`src/rtl/rf_arb_pkg.sv`:
```
// Shared types and constants for the register-file write-port arbiter.
package rf_arb_pkg;

  typedef logic [3:0] reg_addr_t;

  localparam reg_addr_t   PC_ADDR    = 4'd15;
  localparam int unsigned ARB_DATA_W = 32;

  typedef enum logic [1:0] {
    IDLE,
    PEND,
    FORCE
  } arb_state_e;

  typedef struct packed {
    reg_addr_t             a;
    logic [ARB_DATA_W-1:0] wd;
  } mc_entry_t;

endpackage

```
`src/rtl/rf_arb_fifo.sv`:
```
// Count-based FIFO holding MCycle results; push and pop may share a cycle.
module rf_arb_fifo
  import rf_arb_pkg::*;
#(
  parameter int unsigned QDEPTH  = 2,
  parameter type         entry_t = mc_entry_t
) (
  input  logic                       clk,
  input  logic                       rst_n,
  input  logic                       push,
  input  entry_t                     din,
  input  logic                       pop,
  output entry_t                     dout,
  output logic [$clog2(QDEPTH+1)-1:0] count
);

  localparam int unsigned CW = $clog2(QDEPTH + 1);
  localparam int unsigned PW = (QDEPTH > 1) ? $clog2(QDEPTH) : 1;

  entry_t          mem_q [QDEPTH];
  logic [PW-1:0]   wr_ptr_q, wr_ptr_d;
  logic [PW-1:0]   rd_ptr_q, rd_ptr_d;
  logic [CW-1:0]   count_q, count_d;

  // Pointer and occupancy update; depth is a power of two so pointers wrap naturally.
  always_comb begin
    wr_ptr_d = wr_ptr_q;
    rd_ptr_d = rd_ptr_q;
    count_d  = count_q;
    if (push) wr_ptr_d = wr_ptr_q + PW'(1);
    if (pop)  rd_ptr_d = rd_ptr_q + PW'(1);
    case ({push, pop})
      2'b10:   count_d = count_q + CW'(1);
      2'b01:   count_d = count_q - CW'(1);
      default: count_d = count_q;
    endcase
  end

  // Control state registers.
  always_ff @(posedge clk or negedge rst_n) begin
    if (!rst_n) begin
      wr_ptr_q <= '0;
      rd_ptr_q <= '0;
      count_q  <= '0;
    end else begin
      wr_ptr_q <= wr_ptr_d;
      rd_ptr_q <= rd_ptr_d;
      count_q  <= count_d;
    end
  end

  // Payload storage; contents are only meaningful while counted as occupied.
  always_ff @(posedge clk) begin
    if (push) mem_q[wr_ptr_q] <= din;
  end

  assign dout  = mem_q[rd_ptr_q];
  assign count = count_q;

endmodule

```
`src/rtl/rf_write_arbiter.sv`:
```
// Arbitrates the single RF write port between writeback and the MCycle unit,
// queues MCycle results and tracks pending destinations in a busy scoreboard.
// Optional macro ARB_WAW_CHECK_EN adds the sticky WAW_Err output.
module rf_write_arbiter
  import rf_arb_pkg::*;
#(
  parameter int unsigned QDEPTH       = 2,
  parameter int unsigned STARVE_LIMIT = 4,
  parameter int unsigned DATA_W       = 32
) (
  input  logic              CLK,
  input  logic              RESETn,
  input  logic              WB_WE,
  input  logic [3:0]        WB_A,
  input  logic [DATA_W-1:0] WB_WD,
  input  logic              MC_Valid,
  input  logic [3:0]        MC_A,
  input  logic [DATA_W-1:0] MC_WD,
  output logic              MC_Ready,
  input  logic              Issue_Valid,
  input  logic [3:0]        Issue_A,
  input  logic [3:0]        Chk_A1,
  input  logic [3:0]        Chk_A2,
  output logic              Hazard,
  output logic [15:0]       Busy,
  output logic              Stall_WB,
  output logic              WE3,
  output logic [3:0]        A3,
  output logic [DATA_W-1:0] WD3
`ifdef ARB_WAW_CHECK_EN
  ,
  output logic              WAW_Err
`endif
);

  localparam int unsigned CW = $clog2(QDEPTH + 1);
  localparam int unsigned SW = $clog2(STARVE_LIMIT + 1);

  typedef struct packed {
    reg_addr_t         a;
    logic [DATA_W-1:0] wd;
  } entry_t;

  entry_t            fifo_din, head;
  logic [CW-1:0]     count, count_after;
  logic              push, pop, not_empty, full, wb_grant;
  logic [SW-1:0]     starve_nxt;

  arb_state_e        state_q, state_d;
  logic [SW-1:0]     starve_q, starve_d;
  logic              force_q, force_d;
  logic              stall_q, stall_d;
  logic [15:0]       busy_q, busy_d;
  logic              we3_q, we3_d;
  logic [3:0]        a3_q, a3_d;
  logic [DATA_W-1:0] wd3_q, wd3_d;

  rf_arb_fifo #(
    .QDEPTH  (QDEPTH),
    .entry_t (entry_t)
  ) u_fifo (
    .clk   (CLK),
    .rst_n (RESETn),
    .push  (push),
    .din   (fifo_din),
    .pop   (pop),
    .dout  (head),
    .count (count)
  );

  // Queue handshake and grant: writeback wins unless a forced drain is due.
  always_comb begin
    fifo_din    = '{a: MC_A, wd: MC_WD};
    MC_Ready    = count < CW'(QDEPTH);
    full        = count == CW'(QDEPTH);
    not_empty   = count != '0;
    push        = MC_Valid & MC_Ready;
    wb_grant    = WB_WE & ~force_q;
    pop         = not_empty & (~WB_WE | force_q);
    count_after = count + CW'(push) - CW'(pop);
  end

  // Scoreboard: an issue setting a bit overrides a drain clearing it.
  always_comb begin
    busy_d = busy_q;
    if (pop && head.a != PC_ADDR)             busy_d[head.a]  = 1'b0;
    if (Issue_Valid && Issue_A != PC_ADDR)    busy_d[Issue_A] = 1'b1;
  end

  // RF write port; a popped PC-targeted entry is discarded without a write.
  always_comb begin
    we3_d = 1'b0;
    a3_d  = a3_q;
    wd3_d = wd3_q;
    if (wb_grant) begin
      we3_d = 1'b1;
      a3_d  = WB_A;
      wd3_d = WB_WD;
    end else if (pop && head.a != PC_ADDR) begin
      we3_d = 1'b1;
      a3_d  = head.a;
      wd3_d = head.wd;
    end
  end

  // Starvation FSM: FORCE raises Stall_WB for one cycle, the following cycle drains.
  always_comb begin
    starve_nxt = starve_q;
    if (full && WB_WE && starve_q < SW'(STARVE_LIMIT)) starve_nxt = starve_q + SW'(1);
    starve_d = pop ? '0 : starve_nxt;
    state_d  = state_q;
    force_d  = (state_q == FORCE);
    case (state_q)
      IDLE:  if (push) state_d = PEND;
      PEND: begin
        if (count_after == '0) begin
          state_d = IDLE;
        end else if (!pop && starve_nxt == SW'(STARVE_LIMIT)) begin
          state_d  = FORCE;
          starve_d = '0;
        end
      end
      FORCE:   state_d = (count_after == '0) ? IDLE : PEND;
      default: state_d = IDLE;
    endcase
    stall_d = (state_d == FORCE);
  end

  // Arbiter state registers.
  always_ff @(posedge CLK or negedge RESETn) begin
    if (!RESETn) begin
      state_q  <= IDLE;
      starve_q <= '0;
      force_q  <= 1'b0;
      stall_q  <= 1'b0;
      busy_q   <= '0;
      we3_q    <= 1'b0;
      a3_q     <= '0;
      wd3_q    <= '0;
    end else begin
      state_q  <= state_d;
      starve_q <= starve_d;
      force_q  <= force_d;
      stall_q  <= stall_d;
      busy_q   <= busy_d;
      we3_q    <= we3_d;
      a3_q     <= a3_d;
      wd3_q    <= wd3_d;
    end
  end

  assign Hazard   = busy_q[Chk_A1] | busy_q[Chk_A2];
  assign Busy     = busy_q;
  assign Stall_WB = stall_q;
  assign WE3      = we3_q;
  assign A3       = a3_q;
  assign WD3      = wd3_q;

`ifdef ARB_WAW_CHECK_EN
  logic waw_q, waw_d;

  // Sticky flag for a writeback racing a pending MCycle result.
  always_comb begin
    waw_d = waw_q | (WB_WE & busy_q[WB_A]);
  end

  // WAW flag register.
  always_ff @(posedge CLK or negedge RESETn) begin
    if (!RESETn) waw_q <= 1'b0;
    else         waw_q <= waw_d;
  end

  assign WAW_Err = waw_q;
`endif

endmodule
```
`config.mk`:
```
export PLATFORM = sky130hd
export DESIGN_NAME = rf_write_arbiter
export DESIGN_NICKNAME = d
export VERILOG_FILES = /design/src/rtl/rf_arb_pkg.sv /design/src/rtl/rf_arb_fifo.sv /design/src/rtl/rf_write_arbiter.sv
export SDC_FILE = /design/constraint.sdc
export NUM_CORES = 1
export LEC_CHECK = 0
export CAP_MARGIN = 20
export CORE_ASPECT_RATIO = 1.2
export CORE_MARGIN = 2
export CORE_UTILIZATION = 30
export DETAILED_ROUTE_END_ITERATION = 10
export PLACE_DENSITY_LB_ADDON = 0.05
export SYNTH_ARGS = -nofsm -noshare
export SYNTH_HDL_FRONTEND = slang
export SYNTH_HIERARCHICAL = 1
export SYNTH_SLANG_ARGS = --single-unit
```
`constraint.sdc`:
```
create_clock -name CLK -period 5.1 [get_ports CLK]
set_input_delay 1.02 -clock CLK [delete_from_list [all_inputs] [get_ports CLK]]
set_output_delay 1.02 -clock CLK [all_outputs]
set_load 0.05 [all_outputs]
```
==> flow_summary.toml, run 1 <==
[outcome]
status = "finished clean"

[place]
post_dp_cell_area_um2 = 7630
routabilityCongestion = 0.759
numPlacedInstances = 842
pre_cts_slack_ps = 784
portBuffers = 144
post-dp-hpwl_um = 9810

[logic_synthesis]
syn-instance-count = 453
postSynthNetCount = 546
synth_cell_types = 38
synthesis.yosys.warnings = 6
syn-cell-area_um2 = 5970
synth-edff-count = 72
yosysSeqAreaShare = 0.630
mapped_avg_cell_area_um2 = 13.2
postSynthRegisterBits = 136
async_flop_share = 0.471
synth_ff_type = "sky130_fd_sc_hd__edfxtp_1"

[floorplanning]
full_die_area_um2 = 21100
floorplan.rows = 56
design.core.area_um2 = 19500
floorplan.die.width_um = 133
dieHeight_um = 159
boundaryPins = 145
initial_utilization = 0.306

[sta]
period_minus_slack_ps = 4290
clock.fmax_ghz = 0.233
clock_skew_ps = 15.0
finalHoldViolCount = 0
slew_viol_final = 0
setup-violations-final = 0
rsz0062_at_grt = "false"
postLayoutSetupSlackWorst_ps = 811
transition_at_the_pin_with_the_smallest_max_transition_slack_ps = 1030
post_route_clock_period_utilization = 0.841
max_slew_margin = 0.313
finalSetupTns_ps = 0
holdWs_ps = 440

[job]
max_cap_violations = 0

[grt]
first_pass_grt_wire_length_um = 23000
number_of_antenna_violations_at_the_first_check_in_global_routing = 0
number_of_global_route_vias_before_repair = 4264
grt_overflow = 0
grt_start_max_net_pins = 61
grt_usage = 0.143

[finish]
final_layout_size_suffix_gt1_frac = 0.160
final_design_area_no_fill_um2 = 8250
post_route_core_utilization = 0.422
number_of_cells_in_the_finished_layout_apart_from_fillers = 875
filler_cell_count = 1805
syn2layout_area_growth_pct = 38.1
final_nets = 694
insertedDiodeCount = 0

[pwr]
combPwrFrac = 0.423
total_power_mw = 5.21
netSwitchingPower_mw = 2.08
internal-power_mw = 3.13
sequential_group_share_of_total_power = 0.341
switching_share = 0.399
pwr-share-clk = 0.236
power-per-cell-area_nw_per_um2 = 632
power.static_leakage_nw = 3.20
power.ir.vdd_worst_mv = 0.330

[routing]
vias_per_cell = 4.58
sum_of_routed_wire_length_over_all_layers_um = 14400
routed_wire_length_per_instance_um = 16.5
drt_drc_violations_left = 0
via_count = 4008
detail-route-antenna-nets = 0
detailedRoute.firstPassIterationCount = 6
drt-initial-drc-count = 204

[setup_path]
kind_of_start_point_of_the_critical_path = "input port"
timing.critical_path.max_delay_family = "buffers and inverters"
timing.reg2reg.worst_path_depth = 6
timing.critical_path.buf_inv = 2
worst_path_most_repeated_cell = "sky130_fd_sc_hd__clkdlybuf4s50_1"
crit_slowest_cell = "sky130_fd_sc_hd__clkdlybuf4s50_1"
path_cells = "clkdlybuf4s50_1 > mux4_2 > nor2b_1 > a211oi_1 > o21ai_0 > clkdlybuf4s50_1"
crit_path_max_incr_delay_ps = 710
critical_path.max_fanout = 4
worst-r2r-setup-slack_ps = 2570
critical_path.reg2reg.endpoint = "WD3[5]"
crit-reg2reg-launch = "u_fifo/rd_ptr_q"
type_of_element_capturing_the_critical_path = "output pin"
timing.critical_path.arrival_ps = 3270
cp_data_required_time_ps = 4080
path_class = "in -> out"

[cts]
post_cts.resized_instances = 0
cts_hold_buf = 0
clock_latency_ps = 410
level_count_of_the_clock_h_tree = 4
cts.repair_timing.setup_buffer_count = 0
clock_sinks = 136
cts_buf_count = 17
max-clock-path-buffers = 2
clock_tree_from_tritoncts = "built"
clkTransAtPathRegs_ps = 60
clk_root_buffer_cell = "sky130_fd_sc_hd__clkbuf_16"

[hold_path]
hold_path_class = "reg -> reg"
timing.hold.worst.start = "Busy[15]"
timing.hold.worst_endpoint = "Busy[15]"
holdPathStages = 0
## layer usage
layer  track usage  routed length, um
met3        0.0414                735
met1         0.175               6370
met4        0.0471                184
met5             0                  0
met2         0.244               7110
## cell families (layout without fill, tap and decap cells)
group,after synthesis,count (layout),share of synthesized area
flip-flops,136,136,0.630
adder cells (fa/ha/maj),4,4,0.00838
AND/OR/NAND/NOR,147,147,0.110
AO/OA/AOI/OAI,78,78,0.0773
buffers and inverters,31,192,0.0350
XOR/XNOR,7,7,0.0128
multiplexers,50,50,0.126
## registers in the layout, indices dropped and copies added (netlist names)
name and cells:
u_fifo/mem_q 72, Stall_WB 1, starve_q 3, WD3 32
u_fifo/rd_ptr_q 1, A3 4, force_q 1, Busy 16
WE3 1, u_fifo/wr_ptr_q 1, state_q 2, u_fifo/count 2
## worst register-to-register path: cells and delay by family (launching register included)
family	cells	cell delay [ps]
compound gates	2	650
flops	1	850
buf+inv	1	290
simple gates	2	180
mux	1	490
## area by class of cell
cell class / count / area, um^2 / area share
multi-input cells: 286 / 2020 / 0.245
clock inverters: 15 / 166 / 0.0202
flip-flops and latches: 136 / 3760 / 0.456
inverters: 9 / 33.8 / 0.00410
repair buffers: 151 / 1510 / 0.183
well taps: 261 / 327 / 0.0396
clock buffers: 17 / 425 / 0.0516
## worst max path at each step
stage | endpoint | slack, ps | cells past startpoint | start
final | Hazard | 810 | 6 | Chk_A2[0]
after global routing | Hazard | 710 | 6 | Chk_A2[0]
after CTS | Hazard | 780 | 6 | Chk_A2[0]
after detailed placement | Hazard | 780 | 6 | Chk_A2[0]
after global placement | Hazard | 810 | 6 | Chk_A2[0]
after floorplan | Hazard | 1460 | 4 | Chk_A2[1]
## cells in the mapped netlist, types with 8 or more instances
| cell | n | area (um^2) |
|---|---|---|
| sky130_fd_sc_hd__nand2b_1 | 11 | 68.8 |
| sky130_fd_sc_hd__nor2_1 | 40 | 150 |
| sky130_fd_sc_hd__dfrtp_1 | 64 | 1600 |
| sky130_fd_sc_hd__mux2_4 | 29 | 435 |
| sky130_fd_sc_hd__mux4_2 | 8 | 180 |
| sky130_fd_sc_hd__o21ai_0 | 33 | 165 |
| sky130_fd_sc_hd__edfxtp_1 | 72 | 2160 |
| sky130_fd_sc_hd__a31oi_1 | 32 | 200 |
| sky130_fd_sc_hd__nand2_1 | 68 | 255 |
| sky130_fd_sc_hd__clkbuf_1 | 9 | 33.8 |
| sky130_fd_sc_hd__mux2_2 | 8 | 90.1 |
| sky130_fd_sc_hd__inv_1 | 9 | 33.8 |
## cell usage in the layout, fill, tap and decap left out, types with 2 or more instances in the layout
| cell type | netlist | final |
|---|---|---|
| sky130_fd_sc_hd__nor2_1 | 40 | 39 |
| sky130_fd_sc_hd__mux2i_1 | 5 | 5 |
| sky130_fd_sc_hd__nand3b_1 | 2 | 2 |
| sky130_fd_sc_hd__xnor2_1 | 3 | 3 |
| sky130_fd_sc_hd__o21ai_0 | 33 | 33 |
| sky130_fd_sc_hd__dfrtp_1 | 64 | 63 |
| sky130_fd_sc_hd__nand4_1 | 3 | 3 |
| sky130_fd_sc_hd__and2_1 | 4 | 3 |
| sky130_fd_sc_hd__clkinv_4 | 0 | 3 |
| sky130_fd_sc_hd__nand2b_1 | 11 | 10 |
| sky130_fd_sc_hd__ha_1 | 4 | 4 |
| sky130_fd_sc_hd__mux2_4 | 29 | 29 |
| sky130_fd_sc_hd__clkbuf_16 | 0 | 17 |
| sky130_fd_sc_hd__mux2_2 | 8 | 8 |
| sky130_fd_sc_hd__clkinvlp_4 | 0 | 3 |
| sky130_fd_sc_hd__a31oi_1 | 32 | 32 |
| sky130_fd_sc_hd__nand2_1 | 68 | 68 |
| sky130_fd_sc_hd__bufinv_16 | 0 | 2 |
| sky130_fd_sc_hd__or2_2 | 6 | 6 |
| sky130_fd_sc_hd__inv_1 | 9 | 9 |
| sky130_fd_sc_hd__edfxtp_1 | 72 | 72 |
| sky130_fd_sc_hd__xor2_1 | 3 | 3 |
| sky130_fd_sc_hd__mux4_2 | 8 | 8 |
| sky130_fd_sc_hd__buf_4 | 0 | 6 |
| sky130_fd_sc_hd__nor2b_1 | 6 | 5 |
| sky130_fd_sc_hd__o31ai_1 | 4 | 4 |
| sky130_fd_sc_hd__clkdlybuf4s50_1 | 0 | 143 |
| sky130_fd_sc_hd__inv_6 | 0 | 6 |
| sky130_fd_sc_hd__a22oi_1 | 4 | 4 |
## power by group through the flow
stage               sequential (mW)  combinational (mW)  clock (mW)
finish                         1.77                2.20        1.23
global route                   1.83                2.35        1.31
CTS                            1.78                2.21        1.27
detailed placement             1.80                2.21           0
global placement               1.79                2.19           0
floorplan                      2.40               0.914           0
No activity file was read; power rests on OpenSTA's default activity.
==> inputs of run 2 (changes only) <==
clock period = 3.6 ns   (was 5.1 ns; I/O delays follow)
==> run 2 against run 1 <==
  * Cell count rose by 0.46%
  * Routed wire length up 1.9%
  * Core utilization up 0.28 points
  * Sequential power rose by 42%
  * Critical path type unchanged
  * Largest power group unchanged
==> flow_summary.toml, run 2 (same netlist as run 1, synthesis figures left out) <==
[outcome]
status = "finished clean"

[grt]
grt_start_max_net_pins = 43
first_pass_grt_wire_length_um = 23700
grt_usage = 0.148
grt_overflow = 0
number_of_global_route_vias_before_repair = 4278
number_of_antenna_violations_at_the_first_check_in_global_routing = 0

[setup_path]
cp_data_required_time_ps = 2880
crit-reg2reg-launch = "u_fifo/count[0]"
crit_start = "Chk_A2[0]"
kind_of_start_point_of_the_critical_path = "input port"
timing.critical_path.arrival_ps = 2470
path_class = "in -> out"
type_of_element_capturing_the_critical_path = "output pin"
critical_path.max_fanout = 4

[floorplanning]
floorplan.die.width_um = 133
boundaryPins = 145
dieHeight_um = 159
initial_utilization = 0.306
floorplan.rows = 56
design.core.area_um2 = 19500
full_die_area_um2 = 21100

[cts]
max-clock-path-buffers = 2
level_count_of_the_clock_h_tree = 4
clock_sinks = 136
clk_root_buffer_cell = "sky130_fd_sc_hd__clkbuf_16"
clock_latency_ps = 420
cts_hold_buf = 0
clkTransAtPathRegs_ps = 60
post_cts.resized_instances = 0
cts_buf_count = 17
cts.repair_timing.setup_buffer_count = 0
clock_tree_from_tritoncts = "built"

[routing]
detail-route-antenna-nets = 0
top_layer_in_use = "met4"
sum_of_routed_wire_length_over_all_layers_um = 14700
detail_route.wirelength.met1_um = 6260
wl_met2_um = 7280
wl_met3_um = 902
routed_wire_length_per_instance_um = 16.7
detailedRoute.firstPassIterationCount = 4
via_count = 4053
drt-initial-drc-count = 208
vias_per_cell = 4.61
drt_drc_violations_left = 0

[pwr]
power.static_leakage_nw = 3.22
power.ir.vdd_worst_mv = 0.410
power-per-cell-area_nw_per_um2 = 896

[finish]
final_layout_size_suffix_gt1_frac = 0.167
number_of_cells_in_the_finished_layout_apart_from_fillers = 879
insertedDiodeCount = 0
syn2layout_area_growth_pct = 39.0
top_library_cells_by_usage_in_the_layout_fill_and_taps_aside = "sky130_fd_sc_hd__clkdlybuf4s50_1, sky130_fd_sc_hd__edfxtp_1, sky130_fd_sc_hd__nand2_1, sky130_fd_sc_hd__dfrtp_1, sky130_fd_sc_hd__nor2_1"
largest_register_ffs = 72
final_common_cell = "sky130_fd_sc_hd__clkdlybuf4s50_1"
final_nets = 698
most_flop_heavy_register = "u_fifo/mem_q"

[sta]
clock_skew_ps = 11.8
finalHoldViolCount = 0
setup-violations-final = 0
post_route_clock_period_utilization = 0.886
finalSetupTns_ps = 0
rsz0062_at_grt = "false"
slew_viol_final = 0
max_slew_margin = 0.504
transition_at_the_pin_with_the_smallest_max_transition_slack_ps = 744
period_minus_slack_ps = 3190
clock.fmax_ghz = 0.314

[place]
post-dp-hpwl_um = 10100
routabilityCongestion = 0.756
numPlacedInstances = 846
portBuffers = 144

[job]
max_cap_violations = 0

[hold_path]
hold_path_class = "in -> async"
[run 2: changes by cell type in the layout (fill, tap and decap cells not counted)]
cell,previous run,this run
sky130_fd_sc_hd__clkdlybuf4s50_1,143,142
sky130_fd_sc_hd__buf_4,6,10
sky130_fd_sc_hd__buf_12,0,2
sky130_fd_sc_hd__buf_16,1,0
sky130_fd_sc_hd__bufinv_16,2,3
sky130_fd_sc_hd__clkinv_2,1,2
sky130_fd_sc_hd__inv_6,6,2
sky130_fd_sc_hd__clkbuf_8,0,1
sky130_fd_sc_hd__clkinvlp_4,3,4
[run 2: metal layers]
layer  vias up  track usage
met3        16       0.0408
li1       1942            -
met4         0       0.0599
met2       123        0.249
met5         -            0
met1      1972        0.180
[run 2: worst paths after layout]
| check | cells past startpoint | endpoint | slack [ps] |
|---|---|---|---|
| min reg2reg | 0 | Busy[15] | 450 |
| min in group CLK | 0 | Busy[15] | 450 |
| max reg2reg | 9 | Stall_WB | 1230 |
| max in group asynchronous | 2 | WD3[25] | 2800 |
| max | 6 | Hazard | 410 |
| min | 1 | WD3[27] | 250 |
[run 2: critical path, cell delays in order]
cell and delay [ps]:
sky130_fd_sc_hd__clkdlybuf4s50_1 590, sky130_fd_sc_hd__mux4_2 520, sky130_fd_sc_hd__nor2b_1 140, sky130_fd_sc_hd__a211oi_1 200, sky130_fd_sc_hd__o21ai_0 110, sky130_fd_sc_hd__buf_4 200
[run 2: area by class of cell]
class / instances / area [um^2]
Fill cell: 1838 / 11200
Clock inverter: 14 / 174
Clock buffer: 18 / 439
Sequential cell: 136 / 3760
Tap cell: 261 / 327
Multi-Input combinational cell: 286 / 2020
Inverter: 9 / 33.8
Timing Repair Buffer: 155 / 1540
[run 2: report_power, final]
part	total, mW	internal [mW]	switching (mW)
Sequential	2.52	2.14	0.377
Combinational	3.12	1.25	1.87
Clock	1.80	1.11	0.686
[run 2: metrics by stage]
| step | power [mW] | hold WS (ps) | cell area, um^2 | utilization | setup slack [ps] |
|---|---|---|---|---|---|
| global placement | 5.68 | 435 | 7670 | 0.392 | 420 |
| detailed placement | 5.71 | 428 | 7670 | 0.392 | 402 |
| CTS | 7.54 | 442 | 8280 | 0.424 | 397 |
| finish | 7.44 | 247 | 8300 | 0.425 | 412 |
| global route | 7.85 | 261 | 8300 | 0.425 | 247 |
| floorplan | 4.70 | 424 | 5970 | - | 557 |
